===== src/rtl/vic_pkg.sv =====
// Shared types and helpers for the nested vectored interrupt controller.
package vic_pkg;

  localparam int CTX_PC_W  = 32;
  localparam int CTX_CC_W  = 4;
  // Wide enough to hold the idle level (N_SRC) for up to 32 sources.
  localparam int CTX_LVL_W = 6;

  // One saved context: resume PC, flags, and the level that was interrupted.
  typedef struct packed {
    logic [CTX_PC_W-1:0]  pc;
    logic [CTX_CC_W-1:0]  cc;
    logic [CTX_LVL_W-1:0] lvl;
  } ctx_t;

  // Idle level sits one below the lowest-priority source.
  function automatic logic [CTX_LVL_W-1:0] idle_lvl(input int unsigned n_src);
    return CTX_LVL_W'(n_src);
  endfunction

  // ISR vector slot address, truncated to the fetch-address width.
  function automatic logic [CTX_PC_W-1:0] vector_addr(
    input logic [CTX_PC_W-1:0]  base,
    input int unsigned          shift,
    input logic [CTX_LVL_W-1:0] id
  );
    return base + (CTX_PC_W'(id) << shift);
  endfunction

endpackage


===== src/rtl/vic_prio_enc.sv =====
// Lowest-index-first priority encoder; index 0 is the highest priority.
module vic_prio_enc #(
  parameter int N_SRC = 8
) (
  input  logic [N_SRC-1:0]         i_req,
  output logic [$clog2(N_SRC)-1:0] o_id,
  output logic                     o_vld
);

  // Scan from the top down so the lowest set index wins.
  always_comb begin
    o_vld = |i_req;
    o_id  = '0;
    for (int i = N_SRC - 1; i >= 0; i--) begin
      if (i_req[i]) o_id = $clog2(N_SRC)'(i);
    end
  end

endmodule


===== src/rtl/vic_nested_ctrl.sv =====
// Nested vectored interrupt controller: fixed priority, pre-emption,
// context stack for PC/flags, tail-chaining on reti.
module vic_nested_ctrl
  import vic_pkg::*;
#(
  parameter int              N_SRC      = 8,
  parameter int              NEST_DEPTH = 4,
  parameter int              PC_W       = CTX_PC_W,
  parameter int              CC_W       = CTX_CC_W,
  parameter logic [PC_W-1:0] ISR_BASE   = '0,
  parameter int              ISR_SHIFT  = 4
) (
  input  logic                     clk,
  input  logic                     rst,
  input  logic [N_SRC-1:0]         i_irq,
  input  logic [N_SRC-1:0]         i_irq_en,
  input  logic [PC_W-1:0]          i_PC,
  input  logic [CC_W-1:0]          i_CCodes,
  input  logic                     i_NOT_FLUSH,
  input  logic                     i_reti,
  output logic                     o_IRQ_PC,
  output logic [PC_W-1:0]          o_VIC_iaddr,
  output logic [CC_W-1:0]          o_VIC_CCodes,
  output logic                     o_VIC_CCodes_ctrl,
  output logic                     o_IRQ_VIC,
  output logic [N_SRC-1:0]         o_irq_ack,
  output logic [$clog2(N_SRC)-1:0] o_active_id,
  output logic                     o_nest_full,
  output logic                     o_reti_err
);

  localparam int                   ID_W     = $clog2(N_SRC);
  localparam int                   SP_W     = $clog2(NEST_DEPTH + 1);
  localparam int                   IDX_W    = (NEST_DEPTH > 1) ? $clog2(NEST_DEPTH) : 1;
  localparam logic [CTX_LVL_W-1:0] IDLE_LVL = idle_lvl(N_SRC);

  logic [N_SRC-1:0]     r_irq_q;
  logic [N_SRC-1:0]     r_pend;
  ctx_t                 r_stack [NEST_DEPTH];
  logic [SP_W-1:0]      r_sp;
  logic [CTX_LVL_W-1:0] r_cur_lvl;

  logic [N_SRC-1:0]     w_req;
  logic [ID_W-1:0]      w_cand_id;
  logic                 w_cand_vld;
  logic [CTX_LVL_W-1:0] w_cand_lvl;
  logic                 w_empty, w_full;
  logic [SP_W-1:0]      w_top_idx;
  ctx_t                 w_top;
  logic                 w_tail, w_pop, w_take;
  logic [N_SRC-1:0]     w_clr;
  logic [SP_W-1:0]      w_sp_nxt;

  // Masking applies only here; masked bits stay pending.
  assign w_req = r_pend & i_irq_en;

  vic_prio_enc #(.N_SRC(N_SRC)) u_enc (
    .i_req (w_req),
    .o_id  (w_cand_id),
    .o_vld (w_cand_vld)
  );

  assign w_cand_lvl = CTX_LVL_W'(w_cand_id);
  assign w_empty    = (r_sp == '0);
  assign w_full     = (r_sp == SP_W'(NEST_DEPTH));
  assign w_top_idx  = w_empty ? '0 : r_sp - 1'b1;
  assign w_top      = r_stack[IDX_W'(w_top_idx)];

  // reti wins over take; tail-chain compares against the level being resumed.
  assign w_tail   = i_reti & ~w_empty & w_cand_vld & (w_cand_lvl < w_top.lvl);
  assign w_pop    = i_reti & ~w_empty & ~w_tail;
  assign w_take   = ~i_reti & w_cand_vld & (w_cand_lvl < r_cur_lvl) & ~w_full & i_NOT_FLUSH;
  assign w_clr    = (w_take | w_tail) ? (N_SRC'(1) << w_cand_id) : '0;
  assign w_sp_nxt = w_take ? r_sp + 1'b1 : (w_pop ? r_sp - 1'b1 : r_sp);

  // Edge capture, pending set/clear, stack push/pop and current level.
  always_ff @(posedge clk or negedge rst) begin
    if (!rst) begin
      r_irq_q   <= '0;
      r_pend    <= '0;
      r_sp      <= '0;
      r_cur_lvl <= IDLE_LVL;
      for (int i = 0; i < NEST_DEPTH; i++) r_stack[i] <= '0;
    end else begin
      r_irq_q <= i_irq;
      // A fresh edge in the same cycle as its clear keeps the request.
      r_pend  <= (r_pend & ~w_clr) | (i_irq & ~r_irq_q);
      r_sp    <= w_sp_nxt;
      if (w_take) begin
        r_stack[IDX_W'(r_sp)] <= '{pc: i_PC, cc: i_CCodes, lvl: r_cur_lvl};
        r_cur_lvl             <= w_cand_lvl;
      end else if (w_tail) begin
        r_cur_lvl <= w_cand_lvl;
      end else if (w_pop) begin
        r_cur_lvl <= w_top.lvl;
      end
    end
  end

  // Registered redirect, flag-restore and status outputs.
  always_ff @(posedge clk or negedge rst) begin
    if (!rst) begin
      o_IRQ_PC          <= 1'b0;
      o_VIC_iaddr       <= '0;
      o_VIC_CCodes      <= '0;
      o_VIC_CCodes_ctrl <= 1'b0;
      o_IRQ_VIC         <= 1'b0;
      o_irq_ack         <= '0;
      o_active_id       <= '0;
      o_nest_full       <= 1'b0;
      o_reti_err        <= 1'b0;
    end else begin
      o_IRQ_PC          <= w_take | w_tail | w_pop;
      o_VIC_CCodes_ctrl <= w_pop;
      o_reti_err        <= i_reti & w_empty;
      o_irq_ack         <= w_clr;
      o_nest_full       <= (w_sp_nxt == SP_W'(NEST_DEPTH));
      if (w_take | w_tail) begin
        o_VIC_iaddr <= vector_addr(ISR_BASE, ISR_SHIFT, w_cand_lvl);
        o_IRQ_VIC   <= 1'b1;
        o_active_id <= w_cand_id;
      end else if (w_pop) begin
        o_VIC_iaddr  <= w_top.pc;
        o_VIC_CCodes <= w_top.cc;
        o_IRQ_VIC    <= (r_sp != SP_W'(1));
        o_active_id  <= (w_top.lvl == IDLE_LVL) ? '0 : ID_W'(w_top.lvl);
      end
    end
  end

endmodule


===== config.mk =====
export PLATFORM = sky130hd
export DESIGN_NAME = vic_nested_ctrl
export DESIGN_NICKNAME = d
export VERILOG_FILES = /design/src/rtl/vic_pkg.sv /design/src/rtl/vic_prio_enc.sv /design/src/rtl/vic_nested_ctrl.sv
export SDC_FILE = /design/constraint.sdc
export NUM_CORES = 1
export LEC_CHECK = 0
export BUFFER_PORTS_ARGS = -buffer_cell sky130_fd_sc_hd__buf_2
export CAP_MARGIN = 20
export CELL_PAD_IN_SITES_DETAIL_PLACEMENT = 2
export CELL_PAD_IN_SITES_GLOBAL_PLACEMENT = 2
export CORE_MARGIN = 2
export CORE_UTILIZATION = 44
export DETAILED_ROUTE_END_ITERATION = 8
export MAX_ROUTING_LAYER = met4
export PLACE_DENSITY_LB_ADDON = 0.12
export RECOVER_POWER = 100
export SLEW_MARGIN = 20
export SYNTH_ARGS = -nofsm -noshare
export SYNTH_HDL_FRONTEND = slang
export SYNTH_SLANG_ARGS = --single-unit

===== constraint.sdc =====
create_clock -name clk -period 7.08 [get_ports clk]
set_input_delay 1.416 -clock clk [delete_from_list [all_inputs] [get_ports clk]]
set_output_delay 1.416 -clock clk [all_outputs]
set_load 0.02 [all_outputs]

==> results.py <==
metrics = {
    "status": {
        "status": "complete, but fails checks",
        "violations": "max-capacitance violations, max-slew violations",
    },
    "sta": {
        "fin_ws_ns": 1.35,
        "fin_crit_sh": 0.809,
        "finalHoldViolCount": 0,
        "fin_crit_ns": 5.73,
        "worst_clock_skew_ns": 0.0106,
        "slew_headroom": -1.80,
        "rsz0062_at_grt": "no",
        "tightestPinTransition_ns": 4.20,
        "drv_slew": 119,
        "finalSetupTns_ns": 0,
        "finalSetupViolCount": 0,
        "fmax_ghz": 0.175,
    },
    "synthesis": {
        "syn_avg_cell_area_um2": 12.3,
        "ys_ff_latch": 245,
        "synth_top_area_share": 0.557,
        "synth_cell_types": 52,
        "ys.flop_type": "dfrtp_1",
        "synth_top_cell_by_area": "dfrtp_1",
        "syn_inst": 893,
        "synth_edf_count": 0,
        "synth_async_sr_flop_share": 1.00,
        "synthesis.area_um2": 11000,
        "synth_fp_nets": 957,
        "yosysWarnings": 0,
        "ys_seq_area_frac": 0.559,
        "yosys-top-cells-area": "dfrtp_1 56%, mux2_2 17%, mux2i_1 3.7%, nor2_1 2.8%, a32o_1 2.6%",
    },
    "hold_path": {
        "hp-start": "r_irq_q[7]",
        "hold_end": "r_pend[7]",
        "whs_path_depth": 1,
        "hold_class": "register to register",
    },
    "placement": {
        "placedCellCount": 1274,
        "place.gp.congestion": 0.818,
        "port_buffers": 107,
        "preCtsSetupSlack_ns": 1.88,
        "place_area_um2": 11800,
        "dp_hpwl_um": 19400,
    },
    "floorplan": {
        "dieWidth_um": 162,
        "ioPinCount": 108,
        "rows": 57,
        "die_h_um": 162,
        "die-area_um2": 26200,
        "initial_utilization": 0.450,
        "core_region_area_um2": 24400,
    },
    "clock_tree": {
        "clock_sinks": 245,
        "insertion_delay_ns": 0.54,
        "cts_inserted_buffers": 28,
        "cts.repair.resized": 0,
        "clk_pin_slew_ns": 0.06,
        "cts-root-buf": "clkbuf_16",
        "cts_tree": "built",
        "holdBufCountCts": 0,
        "cts_setup_buffers": 0,
        "htree_levels": 1,
        "clockBufferDepth": 3,
    },
    "power": {
        "power.density_nw_per_um2": 565,
        "p_seq_frac": 0.351,
        "power.total_mw": 7.11,
        "pwr-share-comb": 0.441,
        "vdd_ir_drop_max_uv": 302,
        "p_int_mw": 4.20,
        "switching_share": 0.409,
        "netSwitchingPower_mw": 2.91,
        "leakage_nw": 5.67,
        "p_clk_frac": 0.207,
    },
    "worst_setup_path": {
        "worstPathArrival_ns": 6.15,
        "start_kind": "register",
        "crit_type": "register to register",
        "rrSetupSlack_ns": 1.35,
        "crit_slowest_cell": "clkbuf_1",
        "rr_endpoint": "o_VIC_CCodes[3]",
        "slowest_delay_ns": 1.85,
        "rr_startpoint": "r_sp[0]",
        "r2r_cells": 11,
        "path_buf_inv": 3,
        "crit_family": "buffers and inverters",
        "worstPathRequired_ns": 7.51,
        "path_cells": "inv_1, ha_4, nor2b_1, clkbuf_1, a2111oi_0, a2111o_1, o22ai_1, o21bai_1, and2_2, buf_4, mux2_2",
        "worst-path-max-fanout": 41,
        "endpoint_kind": "register",
    },
    "route": {
        "avgViaCountPerCell": 5.83,
        "post_drt_wl_per_cell_um": 25.2,
        "detail-route-antenna-nets": 0,
        "drt_iter0_drc": 366,
        "dr.pass1.iters": 4,
        "drt_wl_total_um": 33400,
        "drcViolationCount": 0,
        "vias": 7716,
    },
    "global_route": {
        "grt_pass1_wl_um": 53400,
        "antenna_found_initial": 2,
        "grt.total_usage": 0.269,
        "grt_pass1_vias": 9161,
        "grt_overflow": 0,
        "grt_max_degree": 91,
    },
    "cells_and_area": {
        "fin_area_um2": 12600,
        "final_cell_mix": "243 x dfrtp_1, 159 x mux2_2, 80 x nor2_1",
        "layout_commonest_cell": "dfrtp_1",
        "final-instance-count-excl-fill": 1324,
        "nets": 1044,
        "drive_above_1_share": 0.276,
        "area_delta_synth_final_pct": 14.8,
        "fill_cells": 2405,
    },
    "run": {
        "max_cap_viol_count": 2,
    },
}
[synth_stat cells, types with 3 or more instances]
| cell | count |
|---|---|
| mux2_2 | 161 |
| o22ai_1 | 6 |
| a21oi_1 | 36 |
| a22oi_1 | 4 |
| buf_2 | 24 |
| buf_4 | 3 |
| inv_1 | 26 |
| ha_1 | 8 |
| nand4_1 | 4 |
| a31oi_1 | 3 |
| nor3_1 | 29 |
| and2_1 | 8 |
| a221oi_1 | 5 |
| clkbuf_1 | 31 |
| o21a_1 | 4 |
| nor2_1 | 81 |
| a32o_1 | 29 |
| nand3_1 | 11 |
| a22o_1 | 13 |
| nand2b_1 | 4 |
| mux2_1 | 11 |
| nor4_1 | 3 |
| o21ai_0 | 37 |
| nand2_1 | 16 |
| a211oi_1 | 7 |
| mux2i_1 | 40 |
| o2bb2ai_1 | 4 |
| or3_1 | 10 |
| dfrtp_1 | 244 |
[final cells by class]
type / count / area, um^2 / area share
Sequential cell: 245 / 6130 / 0.487
Multi-Input combinational cell: 559 / 4450 / 0.354
Clock buffer: 41 / 851 / 0.0676
Timing Repair Buffer: 120 / 559 / 0.0444
Tap cell: 324 / 405 / 0.0322
Inverter: 26 / 97.6 / 0.00775
Clock inverter: 7 / 85.1 / 0.00676
Antenna cell: 2 / 5.00 / 0.000398
[logic make-up (layout without fill, tap and decap cells)]
family / after synthesis / after routing / share of synthesized area
other cells: 0 / 2 / 0
mux: 212 / 212 / 0.213
compound gates: 165 / 165 / 0.108
xor+xnor: 2 / 2 / 0.00160
buf+inv: 89 / 194 / 0.0366
fa+ha+maj: 8 / 8 / 0.00913
simple gates: 172 / 172 / 0.0721
flops: 245 / 245 / 0.559
[power by group through the flow]
stage	sequential, mW	clock, mW	combinational, mW
2_1_floorplan	2.49	0	2.10
3_3_place_gp	2.42	0	3.01
3_5_place_dp	2.49	0	3.18
4_1_cts	2.49	1.50	3.24
5_1_grt	2.58	1.56	3.42
6_report	2.50	1.47	3.14
[state kept, by name, indices dropped and copies added, names as in the netlist, 3 cells and up]
signal	cells
r_irq_q	8
o_VIC_iaddr	32
r_cur_lvl	6
o_irq_ack	8
o_VIC_CCodes	4
r_pend	8
o_active_id	3
r_sp	3
r_stack	168
[worst max path at each step]
stage                           start         endpoint  slack [ns]  cells past startpoint
after floorplan           i_irq_en[6]     r_stack[120]        3.20                     14
after global placement    i_irq_en[2]     r_stack[151]        2.05                     14
after detailed placement  i_irq_en[6]      r_stack[97]        1.88                     15
after CTS                     r_sp[1]  o_VIC_CCodes[3]        2.03                     12
after global routing              rst     r_stack[107]        0.97                      2
final                         r_sp[0]  o_VIC_CCodes[3]        1.35                     11
[metal layers]
layer | up-vias | part of all wire | global-route usage
li1 | 3391 | - | -
met1 | 4148 | 0.42 | 0.335
met2 | 142 | 0.53 | 0.471
met3 | 35 | 0.034 | 0.0327
met4 | 0 | 0.015 | 0.0644
met5 | - | 0 | -
[through the flow]
| stage | hold WS (ns) | util |
|---|---|---|
| global placement | 0.411 | 0.482 |
| detailed placement | 0.446 | 0.482 |
| floorplan | 0.409 | - |
| finish | 0.438 | 0.516 |
| CTS | 0.439 | 0.520 |
| global route | 0.443 | 0.516 |
Note: power is estimated with default switching activity, not from simulation.
